File: config.mk
export PLATFORM = sky130hd
export DESIGN_NAME = pong_field_engine
export DESIGN_NICKNAME = d
export VERILOG_FILES = /design/src/rtl/pong_field_engine.sv
export SDC_FILE = /design/constraint.sdc
export NUM_CORES = 1
export LEC_CHECK = 0
export CAP_MARGIN = 10
export CORE_AREA = 2 2 125 127
export DETAILED_ROUTE_END_ITERATION = 8
export DIE_AREA = 0 0 127 129
export SYNTH_ARGS = -nofsm -noshare
export SYNTH_HDL_FRONTEND = slang
export SYNTH_SLANG_ARGS = --single-unit
File: constraint.sdc
create_clock -name clk -period 5 [get_ports clk]
set_input_delay 1 -clock clk [delete_from_list [all_inputs] [get_ports clk]]
set_output_delay 1 -clock clk [all_outputs]
set_load 0.02 [all_outputs]
File: src/rtl/pong_field_engine.sv
`default_nettype none
// +----------------------------------------------------------------------------+
// | pong_field_engine                                                          |
// | Self-timed Pong playfield: ball, paddles, scores, serve/play/score FSM.    |
// | Rev 1.0                                                                    |
// +----------------------------------------------------------------------------+
module pong_field_engine #(
    parameter int FIELD_W     = 160,
    parameter int FIELD_H     = 120,
    parameter int X_W         = 8,
    parameter int Y_W         = 7,
    parameter int PADDLE_H    = 16,
    parameter int PL_X        = 2,
    parameter int AI_X        = FIELD_W - 3,
    parameter int BALL_STEP   = 1,
    parameter int PADDLE_STEP = 2,
    parameter int SCORE_W     = 4,
    parameter int WIN_SCORE   = 9,
    parameter int SERVE_TICKS = 30
) (
    input  logic               clk,
    input  logic               rst,
    input  logic               tick,
    input  logic [7:0]         user_in,
    input  logic               ai_en,
    input  logic               new_game,
    output logic [X_W-1:0]     x_ball,
    output logic [Y_W-1:0]     y_ball,
    output logic [Y_W-1:0]     y_paddle,
    output logic [Y_W-1:0]     y_ai,
    output logic [SCORE_W-1:0] player_score,
    output logic [SCORE_W-1:0] ai_score,
    output logic               x_sign,
    output logic               y_sign,
    output logic               player_collision,
    output logic               ai_collision,
    output logic               player_scored,
    output logic               ai_scored,
    output logic               game_over,
    output logic               serving
);
    localparam int CNT_W = $clog2(SERVE_TICKS + 1);
    localparam int XG    = X_W + 1;
    localparam int YG    = Y_W + 1;

    localparam logic [X_W-1:0]     c_x_centre   = X_W'(FIELD_W / 2);
    localparam logic [Y_W-1:0]     c_y_centre   = Y_W'(FIELD_H / 2);
    localparam logic [Y_W-1:0]     c_pad_rst    = Y_W'((FIELD_H - PADDLE_H) / 2);
    localparam logic [Y_W-1:0]     c_pad_top    = Y_W'(FIELD_H - PADDLE_H);
    localparam logic [YG-1:0]      c_pad_max    = YG'(FIELD_H - PADDLE_H);
    localparam logic [YG-1:0]      c_pad_step   = YG'(PADDLE_STEP);
    localparam logic [YG-1:0]      c_pad_span   = YG'(PADDLE_H - 1);
    localparam logic [YG-1:0]      c_pad_half   = YG'(PADDLE_H / 2);
    localparam logic [YG-1:0]      c_ball_dy    = YG'(BALL_STEP);
    localparam logic [YG-1:0]      c_y_max      = YG'(FIELD_H - 1);
    localparam logic [Y_W-1:0]     c_y_edge     = Y_W'(FIELD_H - 1);
    localparam logic [XG-1:0]      c_ball_dx    = XG'(BALL_STEP);
    localparam logic [XG-1:0]      c_x_max      = XG'(FIELD_W - 1);
    localparam logic [X_W-1:0]     c_x_edge     = X_W'(FIELD_W - 1);
    localparam logic [XG-1:0]      c_pl_x       = XG'(PL_X);
    localparam logic [XG-1:0]      c_pl_hit     = XG'(PL_X + 1);
    localparam logic [XG-1:0]      c_ai_x       = XG'(AI_X);
    localparam logic [XG-1:0]      c_ai_hit     = XG'(AI_X - 1);
    localparam logic [SCORE_W-1:0] c_win        = SCORE_W'(WIN_SCORE);
    localparam logic [CNT_W-1:0]   c_serve_last = CNT_W'(SERVE_TICKS);

    typedef enum logic [1:0] {
        S_IDLE  = 2'd0,
        S_SERVE = 2'd1,
        S_PLAY  = 2'd2,
        S_OVER  = 2'd3
    } state_t;

    state_t             r_state, w_state_n;
    logic [CNT_W-1:0]   r_cnt, w_cnt_n;
    logic [X_W-1:0]     w_x_n;
    logic [Y_W-1:0]     w_y_n, w_pad_n, w_ai_n;
    logic [SCORE_W-1:0] w_ps_n, w_as_n;
    logic               w_xs_n, w_ys_n, w_pc_n, w_ac_n, w_psd_n, w_asd_n;

    // One guard bit on every coordinate so underflow shows up as the MSB.
    logic [XG-1:0] w_x_ext, w_x_lt, w_x_rt;
    logic [YG-1:0] w_y_ext, w_y_up, w_y_dn, w_ai_ctr;
    logic [YG-1:0] w_pad_up, w_pad_dn, w_ai_up, w_ai_dn;
    logic          w_pl_cover, w_ai_cover;

    assign w_x_ext    = {1'b0, x_ball};
    assign w_x_lt     = w_x_ext - c_ball_dx;
    assign w_x_rt     = w_x_ext + c_ball_dx;
    assign w_y_ext    = {1'b0, y_ball};
    assign w_y_up     = w_y_ext - c_ball_dy;
    assign w_y_dn     = w_y_ext + c_ball_dy;
    assign w_pad_up   = {1'b0, y_paddle} - c_pad_step;
    assign w_pad_dn   = {1'b0, y_paddle} + c_pad_step;
    assign w_ai_up    = {1'b0, y_ai} - c_pad_step;
    assign w_ai_dn    = {1'b0, y_ai} + c_pad_step;
    assign w_ai_ctr   = {1'b0, y_ai} + c_pad_half;
    assign w_pl_cover = (w_y_ext >= {1'b0, y_paddle}) && (w_y_ext <= {1'b0, y_paddle} + c_pad_span);
    assign w_ai_cover = (w_y_ext >= {1'b0, y_ai}) && (w_y_ext <= {1'b0, y_ai} + c_pad_span);

    always_comb begin
        w_state_n = r_state;
        w_cnt_n   = r_cnt;
        w_x_n     = x_ball;
        w_y_n     = y_ball;
        w_pad_n   = y_paddle;
        w_ai_n    = y_ai;
        w_ps_n    = player_score;
        w_as_n    = ai_score;
        w_xs_n    = x_sign;
        w_ys_n    = y_sign;
        w_pc_n    = 1'b0;
        w_ac_n    = 1'b0;
        w_psd_n   = 1'b0;
        w_asd_n   = 1'b0;

        unique case (r_state)
            S_IDLE, S_OVER: begin
                if (new_game) begin
                    w_state_n = S_SERVE;
                    w_cnt_n   = '0;
                    w_ps_n    = '0;
                    w_as_n    = '0;
                    w_x_n     = c_x_centre;
                    w_y_n     = c_y_centre;
                    w_xs_n    = 1'b1;
                    w_ys_n    = ~y_sign;
                end
            end
            S_SERVE: begin
                if (tick) begin
                    w_x_n   = c_x_centre;
                    w_y_n   = c_y_centre;
                    w_cnt_n = r_cnt + 1'b1;
                    if (w_cnt_n == c_serve_last) w_state_n = S_PLAY;
                end
            end
            S_PLAY: begin
                if (tick) begin
                    if (y_sign) begin
                        if (w_y_up[YG-1]) begin
                            w_y_n  = '0;
                            w_ys_n = 1'b0;
                        end else begin
                            w_y_n = w_y_up[Y_W-1:0];
                        end
                    end else if (w_y_dn > c_y_max) begin
                        w_y_n  = c_y_edge;
                        w_ys_n = 1'b1;
                    end else begin
                        w_y_n = w_y_dn[Y_W-1:0];
                    end

                    if (x_sign) begin
                        if ((w_x_ext > c_pl_x) && (w_x_lt[XG-1] || (w_x_lt <= c_pl_hit)) && w_pl_cover) begin
                            w_x_n  = c_pl_hit[X_W-1:0];
                            w_xs_n = 1'b0;
                            w_pc_n = 1'b1;
                        end else if (w_x_lt[XG-1]) begin
                            w_x_n   = '0;
                            w_asd_n = 1'b1;
                            w_as_n  = (ai_score >= c_win) ? ai_score : ai_score + 1'b1;
                        end else begin
                            w_x_n = w_x_lt[X_W-1:0];
                        end
                    end else begin
                        if ((w_x_ext < c_ai_x) && (w_x_rt >= c_ai_hit) && w_ai_cover) begin
                            w_x_n  = c_ai_hit[X_W-1:0];
                            w_xs_n = 1'b1;
                            w_ac_n = 1'b1;
                        end else if (w_x_rt > c_x_max) begin
                            w_x_n   = c_x_edge;
                            w_psd_n = 1'b1;
                            w_ps_n  = (player_score >= c_win) ? player_score : player_score + 1'b1;
                        end else begin
                            w_x_n = w_x_rt[X_W-1:0];
                        end
                    end

                    // Re-serve toward whoever conceded; a winning point ends the game.
                    if (w_asd_n || w_psd_n) begin
                        w_cnt_n   = '0;
                        w_xs_n    = w_asd_n;
                        w_ys_n    = ~w_ys_n;
                        w_state_n = ((w_as_n == c_win) || (w_ps_n == c_win)) ? S_OVER : S_SERVE;
                    end
                end
            end
        endcase

        if (tick && ((r_state == S_SERVE) || (r_state == S_PLAY))) begin
            if (user_in == 8'h77) begin
                w_pad_n = w_pad_up[YG-1] ? '0 : w_pad_up[Y_W-1:0];
            end else if (user_in == 8'h73) begin
                w_pad_n = (w_pad_dn > c_pad_max) ? c_pad_top : w_pad_dn[Y_W-1:0];
            end
            if (ai_en) begin
                if (w_ai_ctr < w_y_ext) begin
                    w_ai_n = (w_ai_dn > c_pad_max) ? c_pad_top : w_ai_dn[Y_W-1:0];
                end else if (w_ai_ctr > w_y_ext) begin
                    w_ai_n = w_ai_up[YG-1] ? '0 : w_ai_up[Y_W-1:0];
                end
            end
        end
    end

    always_ff @(posedge clk or posedge rst) begin
        if (rst) begin
            r_state          <= S_IDLE;
            r_cnt            <= '0;
            x_ball           <= c_x_centre;
            y_ball           <= c_y_centre;
            y_paddle         <= c_pad_rst;
            y_ai             <= c_pad_rst;
            player_score     <= '0;
            ai_score         <= '0;
            x_sign           <= 1'b1;
            y_sign           <= 1'b0;
            player_collision <= 1'b0;
            ai_collision     <= 1'b0;
            player_scored    <= 1'b0;
            ai_scored        <= 1'b0;
            game_over        <= 1'b0;
            serving          <= 1'b0;
        end else begin
            r_state          <= w_state_n;
            r_cnt            <= w_cnt_n;
            x_ball           <= w_x_n;
            y_ball           <= w_y_n;
            y_paddle         <= w_pad_n;
            y_ai             <= w_ai_n;
            player_score     <= w_ps_n;
            ai_score         <= w_as_n;
            x_sign           <= w_xs_n;
            y_sign           <= w_ys_n;
            player_collision <= w_pc_n;
            ai_collision     <= w_ac_n;
            player_scored    <= w_psd_n;
            ai_scored        <= w_asd_n;
            game_over        <= (w_state_n == S_OVER);
            serving          <= (w_state_n == S_SERVE);
        end
    end
endmodule
`default_nettype wire

==> reports/results.tsv <==
metric	value	unit
outcome	finished clean	
finalHoldViolCount	0	
power_density	335	mW/mm^2
worstSetupStartpointType	register	
synth_enable_flop_cells	0	
setup_viol	0	
hold_class	register to register	
timing.critical_path.fanout_max	11	
wl_met3	888	um
detail_route.drc_violations	0	
layout_commonest_cell	sky130_fd_sc_hd__nand2_1	
yosys_most_used_dff	sky130_fd_sc_hd__dfrtp_1	
layout_cell_share_with_drive_strength_beyond_1	6.24	%
yosys.cell_types.count	80	
worst_pin_slew	1.18	ns
worst-path-buf-inv	1	
wp_data_required	5.24	ns
first_iter_violations	360	
finalWorstPathRequiredPeriod	3.96	ns
fin_skew	0.00622	ns
nNetsFinal	756	
finalSetupTns	0	ns
post_cts.resized_instances	0	
dieHeight	129	um
clkSlewWorstSetupHoldPaths	0.08	ns
netlist.area_leader.share	17.9	%
floorplan.io_pins	58	
core.rowCount	45	
total_overflow_reported_by_the_global_router	0	
viasPerCell	5.84	
leakage	2.45	nW
cts_buffers	5	
async_flop_share	100	%
htree_levels	2	
die_area	0.0164	mm^2
critPathCaptureType	register	
cts.sink_count	50	
critical_path.max_stage_delay	0.57	ns
clkLatencyLatePin	0.31	ns
grt_util_all_layers	18.5	%
criticalPathCategory	register to register	
vias_post_dr	5122	
cell_area_synth	0.00517	mm^2
dp.final_hpwl	10.8	mm
timing_max_transition_violations_final	0	
wl_met1	6.74	mm
postRouteAntennaNets	0	
routabilityCongestion	0.905	
grt_start_max_net_pins	40	
start_util	34.5	%
tritoncts_clock_tree	yes	
synth.avg_cell_area	7.85	um^2
drt-total-wl	14.8	mm
clock_path_buffers	2	
synth_area_leaders	sky130_fd_sc_hd__dfrtp_1 (18%), sky130_fd_sc_hd__ha_1 (13%), sky130_fd_sc_hd__dfstp_2 (6.6%)	
cts_post_setup_buffers_inserted	0	
remaining_max_slew_budget_at_the_tightest_pin	20.3	%
grt_setup_unrepaired	no	
ys_seq_area_share	24.5	%
ys_warn_count	0	
ys_ff_latch	50	
avgRoutedWirePerCell	16.8	um
first_pass_grt_wire_length	24.9	mm
path_delay_family	compound AO/OA/AOI/OAI gates	
insertedDiodeCount	0	
final_core_area_utilization	40.1	%
drtPass1Iterations	5	
place.port_buffers	55	
crit_path_frequent_cell	sky130_fd_sc_hd__ha_1	
cts_hold_repair.buffers	0	
max_cap_viol_count	0	
pre_cts_slack	1.07	ns
antenna_found_initial	0	
ir_drop	0.000182	V
synth.largest_area_cell	sky130_fd_sc_hd__dfrtp_1	
synthCells	658	
crit_path_cell_trace	inv_1 > ha_1 > a21oi_1 > xnor2_1 > ha_1 > and4_1 > a211o_1 > o211a_1 > o41a_1 > nand3_1 > mux2i_1 > a2111oi_4 > a2bb2oi_2	
highest-signal-layer	met4	
floorplan.core_area	0.0150	mm^2
flow.area_growth_from_synthesis	16.2	%
fin_crit_sh	79.2	%
crit_arrival	4.20	ns
floorplan.die.width	127	um
fmaxAchievable	253	MHz
final_critical_path_setup_slack	1.04	ns
vias_in_the_first_global_route	4989	
regToRegSetupSlack	1.04	ns
root_buffer	sky130_fd_sc_hd__clkbuf_16	
layout.cells.most_common_list	sky130_fd_sc_hd__nand2_1 (70), sky130_fd_sc_hd__ha_1 (55), sky130_fd_sc_hd__clkdlybuf4s50_1 (55)	
cp_slowest_cell	sky130_fd_sc_hd__dfrtp_1	
met2_length	6.81	mm
fillerInstances	1523	
==> power breakdown <==
part	internal (mW)	total, mW	switching, mW
clock	0.288	0.463	0.174
sequential	0.471	0.600	0.128
combinational	0.402	0.949	0.547
==> sequential cells by signal, summed over array words and instances, names as in the netlist, 2 cells and up <==
signal	count
player_score	4
ai_score	4
y_paddle	6
r_state	2
x_ball	8
y_ai	6
r_cnt	5
y_ball	7
==> worst register-to-register path: cells and delay by family (launching register included) <==
kind                       cells  cell delay (ns)
AOI/OAI and AO/OA              6             1.77
xor gates and xnor gates       1             0.14
adders and majority gates      2             0.52
buffers and inverters          1             0.24
DFF                            1             0.57
muxes                          1             0.18
and+or+nand+nor                2             0.49
==> final timing paths <==
kind / to / cells after the start / start
worst max-delay path: serving$_DFF_PP0_ / 13 / y_ai[3]$_DFFE_PP0P_
worst min-delay path: r_cnt[4]$_DFFE_PP0P_ / 2 / r_cnt[4]$_DFFE_PP0P_
worst max register to register: serving$_DFF_PP0_ / 13 / y_ai[3]$_DFFE_PP0P_
worst min register to register: r_cnt[4]$_DFFE_PP0P_ / 2 / r_cnt[4]$_DFFE_PP0P_
max in group asynchronous: y_ball[2]$_DFFE_PP1P_ / 3 / rst
min in group asynchronous: y_ai[6]$_DFFE_PP0P_ / 2 / rst
==> final cells by class <==
| cell class | count | area (um^2) | share of cell area [%] |
|---|---|---|---|
| clock buffer | 5 | 125 | 2.08 |
| tap | 188 | 235 | 3.92 |
| timing repair buffer | 59 | 581 | 9.66 |
| clock inverter | 3 | 68.8 | 1.15 |
| multi-input combinational | 527 | 3560 | 59.3 |
| inverter | 45 | 169 | 2.81 |
| sequential | 50 | 1270 | 21.1 |
==> synth_stat cells, types with 4 or more instances <==
cell type and number:
sky130_fd_sc_hd__o22ai_1 5, sky130_fd_sc_hd__and2_1 6, sky130_fd_sc_hd__nor2b_1 12, sky130_fd_sc_hd__a21oi_1 37, sky130_fd_sc_hd__nand3_1 33, sky130_fd_sc_hd__o21a_1 6
sky130_fd_sc_hd__o211ai_1 5, sky130_fd_sc_hd__dfstp_2 13, sky130_fd_sc_hd__buf_2 6, sky130_fd_sc_hd__a211o_1 6, sky130_fd_sc_hd__and3_1 8, sky130_fd_sc_hd__clkbuf_1 23
sky130_fd_sc_hd__dfrtp_1 37, sky130_fd_sc_hd__inv_1 45, sky130_fd_sc_hd__nand2_1 70, sky130_fd_sc_hd__nand2b_1 6, sky130_fd_sc_hd__a211oi_1 4, sky130_fd_sc_hd__o31ai_1 10
sky130_fd_sc_hd__a31oi_1 6, sky130_fd_sc_hd__mux2i_1 6, sky130_fd_sc_hd__o22a_1 4, sky130_fd_sc_hd__a22o_1 6, sky130_fd_sc_hd__o211a_1 5, sky130_fd_sc_hd__nor3_1 21
sky130_fd_sc_hd__o21ai_0 49, sky130_fd_sc_hd__buf_4 4, sky130_fd_sc_hd__ha_1 55, sky130_fd_sc_hd__o32ai_1 5, sky130_fd_sc_hd__nand4_1 10, sky130_fd_sc_hd__xnor2_1 18
sky130_fd_sc_hd__nor4_1 10, sky130_fd_sc_hd__nor2_1 43
==> kinds of logic (layout without fill, tap and decap cells) <==
| logic type | after synthesis | count (layout) | synth area share (%) |
|---|---|---|---|
| adder cells (fa/ha/maj) | 55 | 55 | 13.3 |
| buffers and inverters | 82 | 112 | 6.63 |
| multiplexers | 7 | 7 | 1.45 |
| other | 1 | 2 | 0.0726 |
| AO/OA/AOI/OAI | 202 | 202 | 27.4 |
| XOR/XNOR | 21 | 21 | 3.56 |
| flip-flops | 50 | 50 | 24.5 |
| AND/OR/NAND/NOR | 240 | 240 | 23.1 |
==> routing by layer <==
layer  GRT usage [%]  vias to the layer above
met5               0                        -
li1                -                     2490
met3            3.66                       29
met1            24.4                     2423
met2            30.7                      180
met4            6.01                        0
==> per-stage QoR <==
step / power (mW) / cells / instance area [um^2] / hold WS [ns]
floorplan: 1.26 / 659 / 5170 / 0.497
global placement: 1.52 / 869 / 5810 / 0.514
detailed placement: 1.54 / 869 / 5810 / 0.523
CTS: 2.02 / 877 / 6010 / 0.558
global route: 2.18 / 877 / 6010 / 0.593
finish: 2.01 / 877 / 6010 / 0.552
Note: power is estimated with default switching activity, not from simulation.
